## src/rtl/envelope_shaper_if.sv

```systemverilog
// Note/sample stream between the player and the envelope shaper.
// The master drives notes and samples; the slave returns scaled samples.
interface envelope_shaper_if #(
    parameter int SAMPLE_W = 16,
    parameter int DUR_W    = 6
);
    logic                       note_start;
    logic [DUR_W-1:0]           note_duration;
    logic                       generate_next_sample;
    logic signed [SAMPLE_W-1:0] sample;
    logic signed [SAMPLE_W-1:0] final_sample;
    logic                       sample_valid;

    modport master (
        output note_start,
        output note_duration,
        output generate_next_sample,
        output sample,
        input  final_sample,
        input  sample_valid
    );

    modport slave (
        input  note_start,
        input  note_duration,
        input  generate_next_sample,
        input  sample,
        output final_sample,
        output sample_valid
    );
endinterface

```

## src/rtl/envelope_shaper.sv

```systemverilog
// ADSR amplitude envelope applied to a signed sample stream.
// Define DYNAMICS_EXP_DECAY_EN for exponential decay/release.
module envelope_shaper #(
    parameter int SAMPLE_W  = 16,
    parameter int ENV_W     = 8,
    parameter int DUR_W     = 6,
    parameter int DUR_SHIFT = 4
) (
    input  logic             clk,
    input  logic             reset,
    envelope_shaper_if.slave io,
    input  logic [ENV_W-1:0] attack_rate,
    input  logic [ENV_W-1:0] decay_rate,
    input  logic [ENV_W-1:0] sustain_level,
    input  logic [ENV_W-1:0] release_rate,
    output logic [2:0]       env_state,
    output logic             busy
);
    localparam int GATE_W = DUR_W + DUR_SHIFT;
    localparam logic [ENV_W-1:0] ENV_MAX = '1;

    typedef enum logic [2:0] {
        IDLE    = 3'd0,
        ATTACK  = 3'd1,
        DECAY   = 3'd2,
        SUSTAIN = 3'd3,
        RELEASE = 3'd4
    } state_t;

    state_t                     state, state_nxt;
    logic [ENV_W-1:0]           env, env_nxt;
    logic [GATE_W-1:0]          gate_cnt, gate_nxt;
    logic signed [SAMPLE_W-1:0] out_q;
    logic                       valid_q;

    logic                       tick;
    logic                       gated;
    logic [GATE_W-1:0]          gate_load;
    logic [ENV_W:0]             att_sum;
    logic [ENV_W:0]             dec_amt;
    logic [ENV_W:0]             rel_amt;
    logic [ENV_W:0]             dec_gap;
    logic signed [SAMPLE_W+ENV_W:0] prod;
    logic signed [SAMPLE_W-1:0] scaled;

    assign tick      = io.generate_next_sample;
    assign gated     = (state == ATTACK) || (state == DECAY) ||
                       (state == SUSTAIN);
    assign gate_load = GATE_W'(io.note_duration) << DUR_SHIFT;
    assign att_sum   = {1'b0, env} + {1'b0, attack_rate};
    assign dec_gap   = {1'b0, env - sustain_level};

`ifdef DYNAMICS_EXP_DECAY_EN
    // Step shrinks with the level; the +1 guarantees it still reaches the target.
    assign dec_amt = (int'(decay_rate) >= ENV_W) ? '0 :
                     {1'b0, env >> decay_rate} + {{ENV_W{1'b0}}, 1'b1};
    assign rel_amt = (int'(release_rate) >= ENV_W) ? '0 :
                     {1'b0, env >> release_rate} + {{ENV_W{1'b0}}, 1'b1};
`else
    assign dec_amt = {1'b0, decay_rate};
    assign rel_amt = {1'b0, release_rate};
`endif

    // Zero-extended envelope keeps the product signed; env < 2^ENV_W cannot overflow.
    assign prod   = $signed(io.sample) * $signed({1'b0, env});
    assign scaled = SAMPLE_W'(prod >>> ENV_W);

    always_comb begin
        state_nxt = state;
        env_nxt   = env;
        gate_nxt  = gate_cnt;
        if (io.note_start) begin
            state_nxt = ATTACK;
            gate_nxt  = gate_load;
        end else if (tick) begin
            if (gate_cnt != '0)
                gate_nxt = gate_cnt - 1'b1;
            if (gated && (gate_cnt == '0)) begin
                state_nxt = RELEASE;
            end else begin
                unique case (state)
                    ATTACK: begin
                        if ((attack_rate == '0) ||
                            (att_sum >= {1'b0, ENV_MAX})) begin
                            env_nxt   = ENV_MAX;
                            state_nxt = DECAY;
                        end else begin
                            env_nxt = att_sum[ENV_W-1:0];
                        end
                    end
                    DECAY: begin
                        if ((env <= sustain_level) ||
                            (dec_amt >= dec_gap)) begin
                            env_nxt   = sustain_level;
                            state_nxt = SUSTAIN;
                        end else begin
                            env_nxt = env - dec_amt[ENV_W-1:0];
                        end
                    end
                    SUSTAIN: env_nxt = sustain_level;
                    RELEASE: begin
                        if (rel_amt >= {1'b0, env}) begin
                            env_nxt   = '0;
                            state_nxt = IDLE;
                        end else begin
                            env_nxt = env - rel_amt[ENV_W-1:0];
                        end
                    end
                    default: state_nxt = IDLE;
                endcase
            end
        end
    end

    always_ff @(posedge clk) begin
        if (reset) begin
            state    <= IDLE;
            env      <= '0;
            gate_cnt <= '0;
            out_q    <= '0;
            valid_q  <= 1'b0;
        end else begin
            state    <= state_nxt;
            env      <= env_nxt;
            gate_cnt <= gate_nxt;
            valid_q  <= tick;
            if (tick)
                out_q <= scaled;
        end
    end

    assign io.final_sample = out_q;
    assign io.sample_valid = valid_q;
    assign env_state       = state;
    assign busy            = (state != IDLE);
endmodule

```

## src/flat_wrapper.sv

```systemverilog
// flat-port wrapper written by rule: the top's interface ports become plain ports
module envelope_shaper_flat 
#(
    parameter int SAMPLE_W  = 16,
    parameter int ENV_W     = 8,
    parameter int DUR_W     = 6,
    parameter int DUR_SHIFT = 4
)
  (clk, reset, attack_rate, decay_rate, sustain_level, release_rate, env_state, busy, io_note_start, io_note_duration, io_generate_next_sample, io_sample, io_final_sample, io_sample_valid);
  envelope_shaper_if #(.SAMPLE_W(SAMPLE_W), .DUR_W(DUR_W)) io_i ();
  input  logic clk;
  input  logic reset;
  input  logic [ENV_W-1:0] attack_rate;
  input  logic [ENV_W-1:0] decay_rate;
  input  logic [ENV_W-1:0] sustain_level;
  input  logic [ENV_W-1:0] release_rate;
  output logic [2:0] env_state;
  output logic busy;
  input wire logic [$bits(io_i.note_start)-1:0] io_note_start;
  input wire logic [$bits(io_i.note_duration)-1:0] io_note_duration;
  input wire logic [$bits(io_i.generate_next_sample)-1:0] io_generate_next_sample;
  input wire logic [$bits(io_i.sample)-1:0] io_sample;
  output wire logic [$bits(io_i.final_sample)-1:0] io_final_sample;
  output wire logic [$bits(io_i.sample_valid)-1:0] io_sample_valid;
  assign io_i.note_start = io_note_start;
  assign io_i.note_duration = io_note_duration;
  assign io_i.generate_next_sample = io_generate_next_sample;
  assign io_i.sample = io_sample;
  assign io_final_sample = io_i.final_sample;
  assign io_sample_valid = io_i.sample_valid;
  envelope_shaper #(.SAMPLE_W(SAMPLE_W), .ENV_W(ENV_W), .DUR_W(DUR_W), .DUR_SHIFT(DUR_SHIFT)) u_core (.clk(clk), .reset(reset), .io(io_i), .attack_rate(attack_rate), .decay_rate(decay_rate), .sustain_level(sustain_level), .release_rate(release_rate), .env_state(env_state), .busy(busy));
endmodule
```

## config.mk

```make
export PLATFORM = sky130hd
export DESIGN_NAME = envelope_shaper_flat
export DESIGN_NICKNAME = d
export VERILOG_FILES = /design/src/rtl/envelope_shaper_if.sv /design/src/rtl/envelope_shaper.sv /design/src/flat_wrapper.sv
export SDC_FILE = /design/constraint.sdc
export NUM_CORES = 1
export LEC_CHECK = 0
export CORE_MARGIN = 2
export CORE_UTILIZATION = 48
export CTS_CLUSTER_SIZE = 20
export DETAILED_ROUTE_END_ITERATION = 6
export PLACE_DENSITY = 0.69
export SYNTH_ARGS = -nofsm -noshare
export SYNTH_HDL_FRONTEND = slang
export SYNTH_SLANG_ARGS = --single-unit
```

## constraint.sdc

```tcl
create_clock -name clk -period 7.4 [get_ports clk]
set_clock_uncertainty 0.15 [all_clocks]
set_input_delay 1.85 -clock clk [delete_from_list [all_inputs] [get_ports clk]]
set_output_delay 1.85 -clock clk [all_outputs]
set_load 0.01 [all_outputs]
```

Yosys cells after proc, flatten, opt, wreduce, memory -nomap -nowiden
Cells that the tools add are included.
{"block": "totals", "regBits": 38, "out_inout_bits": 21, "n_memories": 0, "latchBits": 0, "word_cells": 63, "ram_bits": 0, "input_bits": 58, "mem_bits_ro": 0}
{"block": "classes", "n_mul": 1, "n_eq_ne": 12, "n_bitwise": 2, "addsub": 5, "n_shift": 0, "n_lt_le_gt_ge": 4, "mux": 14, "n_reduce_logical": 18, "n_div": 0}
{"operator": "one-hot mux 8 bit (4 select lines)", "n": 1}
{"operator": "2-to-1 mux 10 bit", "n": 3}
{"operator": "multiplier 16 x 9 -> 24 bit", "n": 1}
{"operator": "2-to-1 mux 8 bit", "n": 3}
{"operator": "subtractor 8 bit", "n": 3}
{"operator": "greater-or-equal comparator 8 bit", "n": 2}
{"operator": "2-to-1 mux 3 bit", "n": 4}
{"operator": "one-hot mux 3 bit (4 select lines)", "n": 1}
{"operator": "zero test 10 bit", "n": 1}
{"operator": "AND reduction 5 bit", "n": 2}
{"operator": "nonzero test 10 bit", "n": 1}
{"operator": "subtractor 10 x 1 -> 10 bit (second input constant)", "n": 1}
{"operator": "adder 8 x 8 -> 9 bit", "n": 1}
{"operator": "greater-or-equal comparator 9 x 8 -> 1 bit (second input constant)", "n": 1}
{"operator": "inequality test 3 bit (second input constant)", "n": 3}
{"operator": "<= comparator 8 bit", "n": 1}
{"operator": "zero test 8 bit", "n": 1}
{"operator": "inequality test 4 bit (second input constant)", "n": 2}
{"operator": "== test 3 x 2 -> 1 bit (second input constant)", "n": 2}
{"operator": "logical OR 1 bit", "n": 4}
{"operator": "inequality test 4 x 2 -> 1 bit (second input constant)", "n": 1}
{"operator": "AND reduction 2 bit", "n": 2}
{"operator": "AND reduction 4 bit", "n": 1}
{"operator": "nonzero test 2 bit", "n": 2}
{"operator": "10 further kinds", "n": 12}

Depth between registers and ports, before layout
Gate-level depths: netlist (run 1).
{"block": "depth", "depth_word": 8, "depth_mapped": 18, "depth_no_buf": 17}

Worst setup path before layout (run 1)
Ideal clock, no wire load.
{"block": "synth_timing", "path_type": "input -> register", "startpoint": "in io_sample[5]", "endpoint": "reg u_core.out_q[14] (netlist: u_core.io.final_sample[14])", "path_stages": 17, "n_path_buf": 0, "slack_ps": 1269, "arrival_ps": 5890, "required_ps": 7159, "setup_time_ps": 91, "cell_sequence": "and2_1 -> fa_1 -> inv_1 -> fa_1 -> inv_1 -> fa_1 -> inv_1 -> fa_1 -> inv_1 -> ha_1 -> o211ai_1 -> a21oi_1 -> a21oi_1 -> o31a_1 -> o21a_1 -> or3_1 -> a311oi_1"}
{"block": "synth_between", "elab_chain_cells": 1}
{"element": "start, declared", "line_no": "flat_wrapper.sv:22", "rtl": "input wire logic [$bits(io_i.sample)-1:0] io_sample;"}
{"element": "multiplier 16 x 9 -> 24 bit", "line_no": "envelope_shaper.sv:65", "rtl": "assign prod = $signed(io.sample) * $signed({1'b0, env});"}
{"element": "end signal, assigned", "line_no": "envelope_shaper.sv:128", "rtl": "out_q <= scaled;"}
{"element": "end, declared", "line_no": "envelope_shaper.sv:33", "rtl": "logic signed [SAMPLE_W-1:0] out_q;"}
No other way between the ends.
A chain may end at the register's enable or synchronous reset.

Worst setup path in the final report (run 1)
{"block": "layout_timing", "startpoint": "in io_sample[6]", "endpoint": "reg u_core.out_q[14] (netlist: u_core.io.final_sample[14])"}
Same word-level chain as after synthesis.

==> flow_metrics.env, run 1 <==
export IMPL_cts_tree="built"
export IMPL_use_met2_pct=38.3
export IMPL_vias=6355
export IMPL_yosys_area_top_type="fa_1"
export IMPL_wirelength_mm=17.6
export IMPL_cp_start_kind="input pin"
export IMPL_grt_busiest_layer="met2"
export IMPL_rr_startpoint="u_core.env[2]"
export IMPL_cts_root_buf="clkbuf_16"
export IMPL_r2r_cells=16
export IMPL_clk_latency_ns=0.28
export IMPL_antenna_found_initial=0
export IMPL_hold_start="u_core.io.final_sample[13]"
export IMPL_gr_usage_met3_pct=2.28
export IMPL_diodes=0
export IMPL_clk_pin_slew_ns=0.06
export IMPL_htreeDepth=2
export IMPL_fmax_ghz=0.149
export IMPL_drt_vias_per_instance=5.23
export IMPL_irDropWorstVdd_mv=0.128
export IMPL_design_portCount=79
export IMPL_hold_depth=2
export IMPL_reg2reg_slack_ns=1.89
export IMPL_final_seq_area_um2=761
export IMPL_comb_power_share_pct=53.0
export IMPL_power_density_nw_per_um2=114
export IMPL_row_count=46
export IMPL_synth_edf_count=0
export IMPL_internal_power_uw=603
export IMPL_post_place_cells=1206
export IMPL_port_buffers=78
export IMPL_tightest_slew_ns=0.977
export IMPL_firstDrtPassIters=5
export IMPL_synth_top_cells_by_count="inv_1, fa_1, nand2_1"
export IMPL_cts_resized=0
export IMPL_timing_rr_end="u_core.io.final_sample[14]"
export IMPL_ys_top_cells_by_area="fa_1, ha_1, dfxtp_1"
export IMPL_fin_crit_sh_pct=90.5
export IMPL_clock_sinks=38
export IMPL_die_area_um2=17000
export IMPL_numCtsBuffers=5
export IMPL_drive_gt1_share_pct=3.71
export IMPL_path_class="in2reg"
export IMPL_setup_viol=0
export IMPL_drc=0
export IMPL_syn_nets=1170
export IMPL_grt_pass1_vias=6247
export IMPL_setup_tns_ns=0
export IMPL_die_width_um=131
export IMPL_synth_area_um2=7680
export IMPL_cp_max_fo=8
export IMPL_status="completed"
export IMPL_slew_viol_final=0
export IMPL_crit_path_end_kind="flop"
export IMPL_multiInputGateArea_um2=6140
export IMPL_grt_use_total_pct=22.0
export IMPL_yosys_most_used_dff="dfxtp_1"
export IMPL_fillCellCount=1499
export IMPL_overflow=0
export IMPL_fin_crit_ns=6.69
export IMPL_met1_usage_pct=30.8
export IMPL_yosys_warnings=0
export IMPL_wl_per_cell_um=14.5
export IMPL_start_util_pct=48.7
export IMPL_stdcell_area_um2=8860
export IMPL_cellLeakagePower_uw=0.00423
export IMPL_synth_cell_types=64
export IMPL_rsz0062_at_grt="no"
export IMPL_grt_first_pass_wirelength_mm=30.1
export IMPL_fin_nets=1241
export IMPL_hpwl_mm=14.6
export IMPL_grt_max_degree=33
export IMPL_p_sw_share_pct=40.2
export IMPL_post_place_ws_ns=0.369
export IMPL_dpl_instance_area_um2=8710
export IMPL_stdcell_count=1214
export IMPL_critical_path_arrival_ns=6.74
export IMPL_cts_setup_buffers=0
export IMPL_ys_ff_latch=38
export IMPL_final_util_pct=56.2
export IMPL_postRouteAntennaNets=0
export IMPL_cp_required_ns=7.45
export IMPL_hold_buffers=0
export IMPL_hold_end="u_core.io.final_sample[13]"
export IMPL_slew_headroom_pct=34.7
export IMPL_drt_iter0_markers=367
export IMPL_place_gp_congestion=0.866
export IMPL_p_seq_share_pct=25.3
export IMPL_hold_class="reg2reg"
export IMPL_area_delta_synth_final_pct=15.3
export IMPL_cap_viol_max_count=0
export IMPL_synth_seq_area_share_pct=9.90
export IMPL_ctsLongestPathBuffers=2
export IMPL_synth_cells=926
export IMPL_synth_async_reset_ratio_pct=0
export IMPL_synth_top_area_share_pct=26.8
export IMPL_worst_slack_ns=0.705
export IMPL_core_area_um2=15800
export IMPL_yosysMostFrequentCell="inv_1"
export IMPL_syn_avg_cell_area_um2=8.30
export IMPL_finalHoldViolations=0
export IMPL_power_switching_uw=406
export IMPL_dieHeight_um=131
export IMPL_pwr_share_clk_pct=21.7
[placed cells by master, fill, tap and decap left out, types with 4 or more instances in the layout]
| cell | instances |
|---|---|
| o211ai_1 | 5 |
| o21ai_0 | 34 |
| o311ai_0 | 5 |
| and2_1 | 62 |
| xor2_1 | 11 |
| buf_4 | 8 |
| a21o_1 | 8 |
| o31ai_1 | 4 |
| mux2i_1 | 12 |
| nand2b_1 | 7 |
| inv_1 | 186 |
| nor2b_1 | 6 |
| nand3_1 | 17 |
| nor2_1 | 44 |
| nor4_1 | 8 |
| clkbuf_16 | 5 |
| o21a_1 | 7 |
| nor3_1 | 9 |
| o21bai_1 | 7 |
| or3_1 | 5 |
| nand2_1 | 91 |
| ha_1 | 83 |
| clkdlybuf4s50_1 | 78 |
| a21oi_1 | 38 |
| nand4_1 | 7 |
| dfxtp_1 | 38 |
| a211oi_1 | 14 |
| xnor2_1 | 32 |
| fa_1 | 103 |
| o22ai_1 | 9 |
| a211oi_2 | 4 |
[state kept, by name (all words and copies together) (netlist names)]
name                    count
u_core.io.final_sample     16
u_core.gate_cnt            10
u_core.env                  8
u_core.env_state            3
u_core.io.sample_valid      1
[worst max-delay path by stage]
stage                            start                    endpoint  depth (start not counted)
after floorplan           io_sample[5]  u_core.io.final_sample[14]                         17
after global placement    io_sample[5]  u_core.io.final_sample[14]                         18
after detailed placement  io_sample[8]  u_core.io.final_sample[14]                         17
after CTS                 io_sample[8]   u_core.io.final_sample[9]                         17
after global routing      io_sample[8]   u_core.io.final_sample[9]                         17
final                     io_sample[6]  u_core.io.final_sample[14]                         17
[metal layers]
layer  share of wire, %  vias to the layer above
met5                  0                        -
met2                 50                      126
met4               0.71                        0
met3                4.2                       11
li1                   -                     3169
met1                 45                     3049
[critical path, cell delays in order]
cell and delay, ns:
clkdlybuf4s50_1 0.62, nand2_1 0.12, fa_1 0.56, inv_1 0.05, fa_1 0.46, fa_1 0.54
inv_1 0.05, fa_1 0.52, inv_1 0.04, ha_1 0.34, nand3_1 0.10, a21oi_1 0.13
a21oi_1 0.17, o31a_1 0.38, o21a_1 0.23, or3_1 0.31, a311oi_1 0.25
[power by group through the flow]
stage / combinational, uW / sequential (uW) / clock (uW)
global placement: 533 / 260 / 0
detailed placement: 538 / 259 / 0
floorplan: 380 / 251 / 0
CTS: 542 / 255 / 223
global route: 619 / 258 / 233
finish: 535 / 256 / 219
[logic make-up after synthesis]
| family | after synthesis | synth area share [%] |
|---|---|---|
| XOR/XNOR | 43 | 4.90 |
| buffers and inverters | 208 | 10.2 |
| AND/OR/NAND/NOR | 279 | 18.8 |
| AO/OA/AOI/OAI | 160 | 14.3 |
| flip-flops | 38 | 9.90 |
| multiplexers | 12 | 1.56 |
| adder cells (fa/ha/maj) | 186 | 40.4 |
[final cells by class]
type,instances,area share [%]
Multi-Input combinational cell,680,69.3
Clock buffer,6,1.57
Tap cell,216,3.05
Sequential cell,38,8.59
Clock inverter,2,0.141
Inverter,186,7.88
Timing Repair Buffer,86,9.49
[through the flow]
| step | total power [uW] | hold slack (ns) |
|---|---|---|
| floorplan | 631 | 0.341 |
| finish | 1010 | 0.332 |
| global placement | 792 | 0.315 |
| global route | 1110 | 0.358 |
| detailed placement | 798 | 0.320 |
| CTS | 1020 | 0.332 |
Power figures use the tool's default switching activity.
==> run 2: changes to the inputs <==
- CAP_MARGIN: unset -> 25
==> results of run 2 <==
No change in the layout: final DEF, timing and power equal those of run 1.
==> run 3: changes to the inputs <==
- DONT_BUFFER_PORTS: unset -> 1
- PLACE_DENSITY: 0.69 -> unset
==> flow_metrics.env, run 3 (synthesis results as in run 1) <==
export IMPL_rr_startpoint="u_core.env[3]"
export IMPL_antenna_found_initial=0
export IMPL_final_common_cell="inv_1"
export IMPL_hold_class="reg2reg"
export IMPL_wirelength_mm=18.0
export IMPL_hold_buffers=0
export IMPL_die_width_um=131
export IMPL_htreeDepth=2
export IMPL_diodes=0
export IMPL_finalHoldViolations=0
export IMPL_row_count=46
export IMPL_grt_first_pass_wirelength_mm=30.1
export IMPL_drive_gt1_share_pct=3.92
export IMPL_cts_tree="built"
export IMPL_setup_worst_path_start="io_sample[5]"
export IMPL_crit_path_end_kind="flop"
export IMPL_cellLeakagePower_uw=0.00393
export IMPL_r2r_cells=17
export IMPL_rsz0062_at_grt="no"
export IMPL_slew_headroom_pct=33.9
export IMPL_power_density_nw_per_um2=117
export IMPL_drt_iter0_markers=262
export IMPL_ctsLongestPathBuffers=2
export IMPL_status="completed"
export IMPL_stdcell_count=1135
export IMPL_cts_root_buf="clkbuf_16"
export IMPL_place_gp_congestion=0.875
export IMPL_slew_viol_final=0
export IMPL_wl_per_cell_um=15.9
export IMPL_firstDrtPassIters=4
export IMPL_grt_use_total_pct=22.3
export IMPL_irDropWorstVdd_mv=0.0986
export IMPL_setup_tns_ns=0
export IMPL_fillCellCount=1566
export IMPL_dieHeight_um=131
export IMPL_cp_max_fo=8
export IMPL_fin_crit_ns=6.07
export IMPL_fin_nets=1162
export IMPL_fin_crit_sh_pct=82.1
export IMPL_hpwl_mm=14.8
export IMPL_worstSetupEndpoint="u_core.io.final_sample[14]"
export IMPL_drt_vias_per_instance=5.36
export IMPL_core_area_um2=15800
export IMPL_cp_required_ns=7.44
export IMPL_cts_setup_buffers=0
export IMPL_cts_resized=0
export IMPL_clk_pin_slew_ns=0.06
export IMPL_clock_sinks=38
export IMPL_vias=6083
export IMPL_reg2reg_slack_ns=1.99
export IMPL_cp_start_kind="input pin"
export IMPL_critical_path_arrival_ns=6.11
export IMPL_grt_max_degree=33
export IMPL_start_util_pct=48.7
export IMPL_path_class="in2reg"
export IMPL_fmax_ghz=0.165
export IMPL_tightest_slew_ns=0.990
export IMPL_layout_common_cells="inv_1, fa_1, nand2_1"
export IMPL_port_buffers=0
export IMPL_area_delta_synth_final_pct=5.08
export IMPL_overflow=0
export IMPL_clk_latency_ns=0.28
export IMPL_cap_viol_max_count=0
export IMPL_largest_reg_flops=16
export IMPL_numCtsBuffers=5
export IMPL_design_portCount=79
export IMPL_grt_pass1_vias=6047
export IMPL_timing_rr_end="u_core.io.final_sample[14]"
export IMPL_postRouteAntennaNets=0
export IMPL_drc=0
export IMPL_die_area_um2=17000
export IMPL_post_place_cells=1127
export IMPL_setup_viol=0
[run 3: through the flow]
stage | total power (uW) | utilization (%) | cell area [um^2] | setup slack, ns | hold slack [ns]
4_1_cts | 955 | 51.2 | 8070 | 1.30 | 0.369
3_3_place_gp | 730 | 50.2 | 7920 | 1.07 | 0.353
5_1_grt | 1040 | 51.2 | 8070 | 1.08 | 0.406
3_5_place_dp | 733 | 50.2 | 7920 | 1.04 | 0.361
2_1_floorplan | 631 | - | 7680 | 1.27 | 0.341
6_report | 943 | 51.2 | 8070 | 1.33 | 0.365
[run 3: metal layers]
metal | part of all wire [%] | track usage [%]
met5 | 0 | 0
met4 | 2.2 | 4.94
met3 | 5.7 | 3.99
met2 | 46 | 36.5
met1 | 46 | 31.2
[run 3: worst min-delay path by stage]
stage                                          start                         end  slack (ns)  cells past startpoint
after floorplan                   u_core.gate_cnt[1]          u_core.gate_cnt[1]        0.34                      2
after global placement            u_core.gate_cnt[1]          u_core.gate_cnt[1]        0.35                      2
after detailed placement          u_core.gate_cnt[1]          u_core.gate_cnt[1]        0.36                      2
after CTS                         u_core.gate_cnt[1]          u_core.gate_cnt[1]        0.37                      2
after global routing      u_core.io.final_sample[14]  u_core.io.final_sample[14]        0.41                      2
final                             u_core.gate_cnt[1]          u_core.gate_cnt[1]        0.36                      2
[run 3: critical path: stages]
cell,delay [ns]
and2_1,0.15
fa_1,0.53
inv_1,0.05
fa_1,0.52
inv_1,0.05
fa_1,0.47
inv_1,0.05
fa_1,0.47
inv_1,0.04
ha_1,0.31
o211ai_1,0.12
a21oi_1,0.15
a21oi_1,0.15
o31a_1,0.37
o21a_1,0.23
or3_1,0.30
a311oi_1,0.27
[run 3: power breakdown]
part / internal (uW) / switching, uW / leakage, uW
Combinational: 198 / 265 / 0.00354
Clock: 133 / 83.8 / 0.0000729
Sequential: 226 / 37.7 / 0.000311
[run 3: final cells by class]
type                            instances  area [um^2]  share of cell area [%]
Multi-Input combinational cell        680         6140                    76.1
Sequential cell                        38          761                    9.42
Inverter                              186          698                    8.65
Tap cell                              216          270                    3.35
Clock buffer                            6          139                    1.72
Timing Repair Buffer                    7         52.6                   0.651
Clock inverter                          2         12.5                   0.155
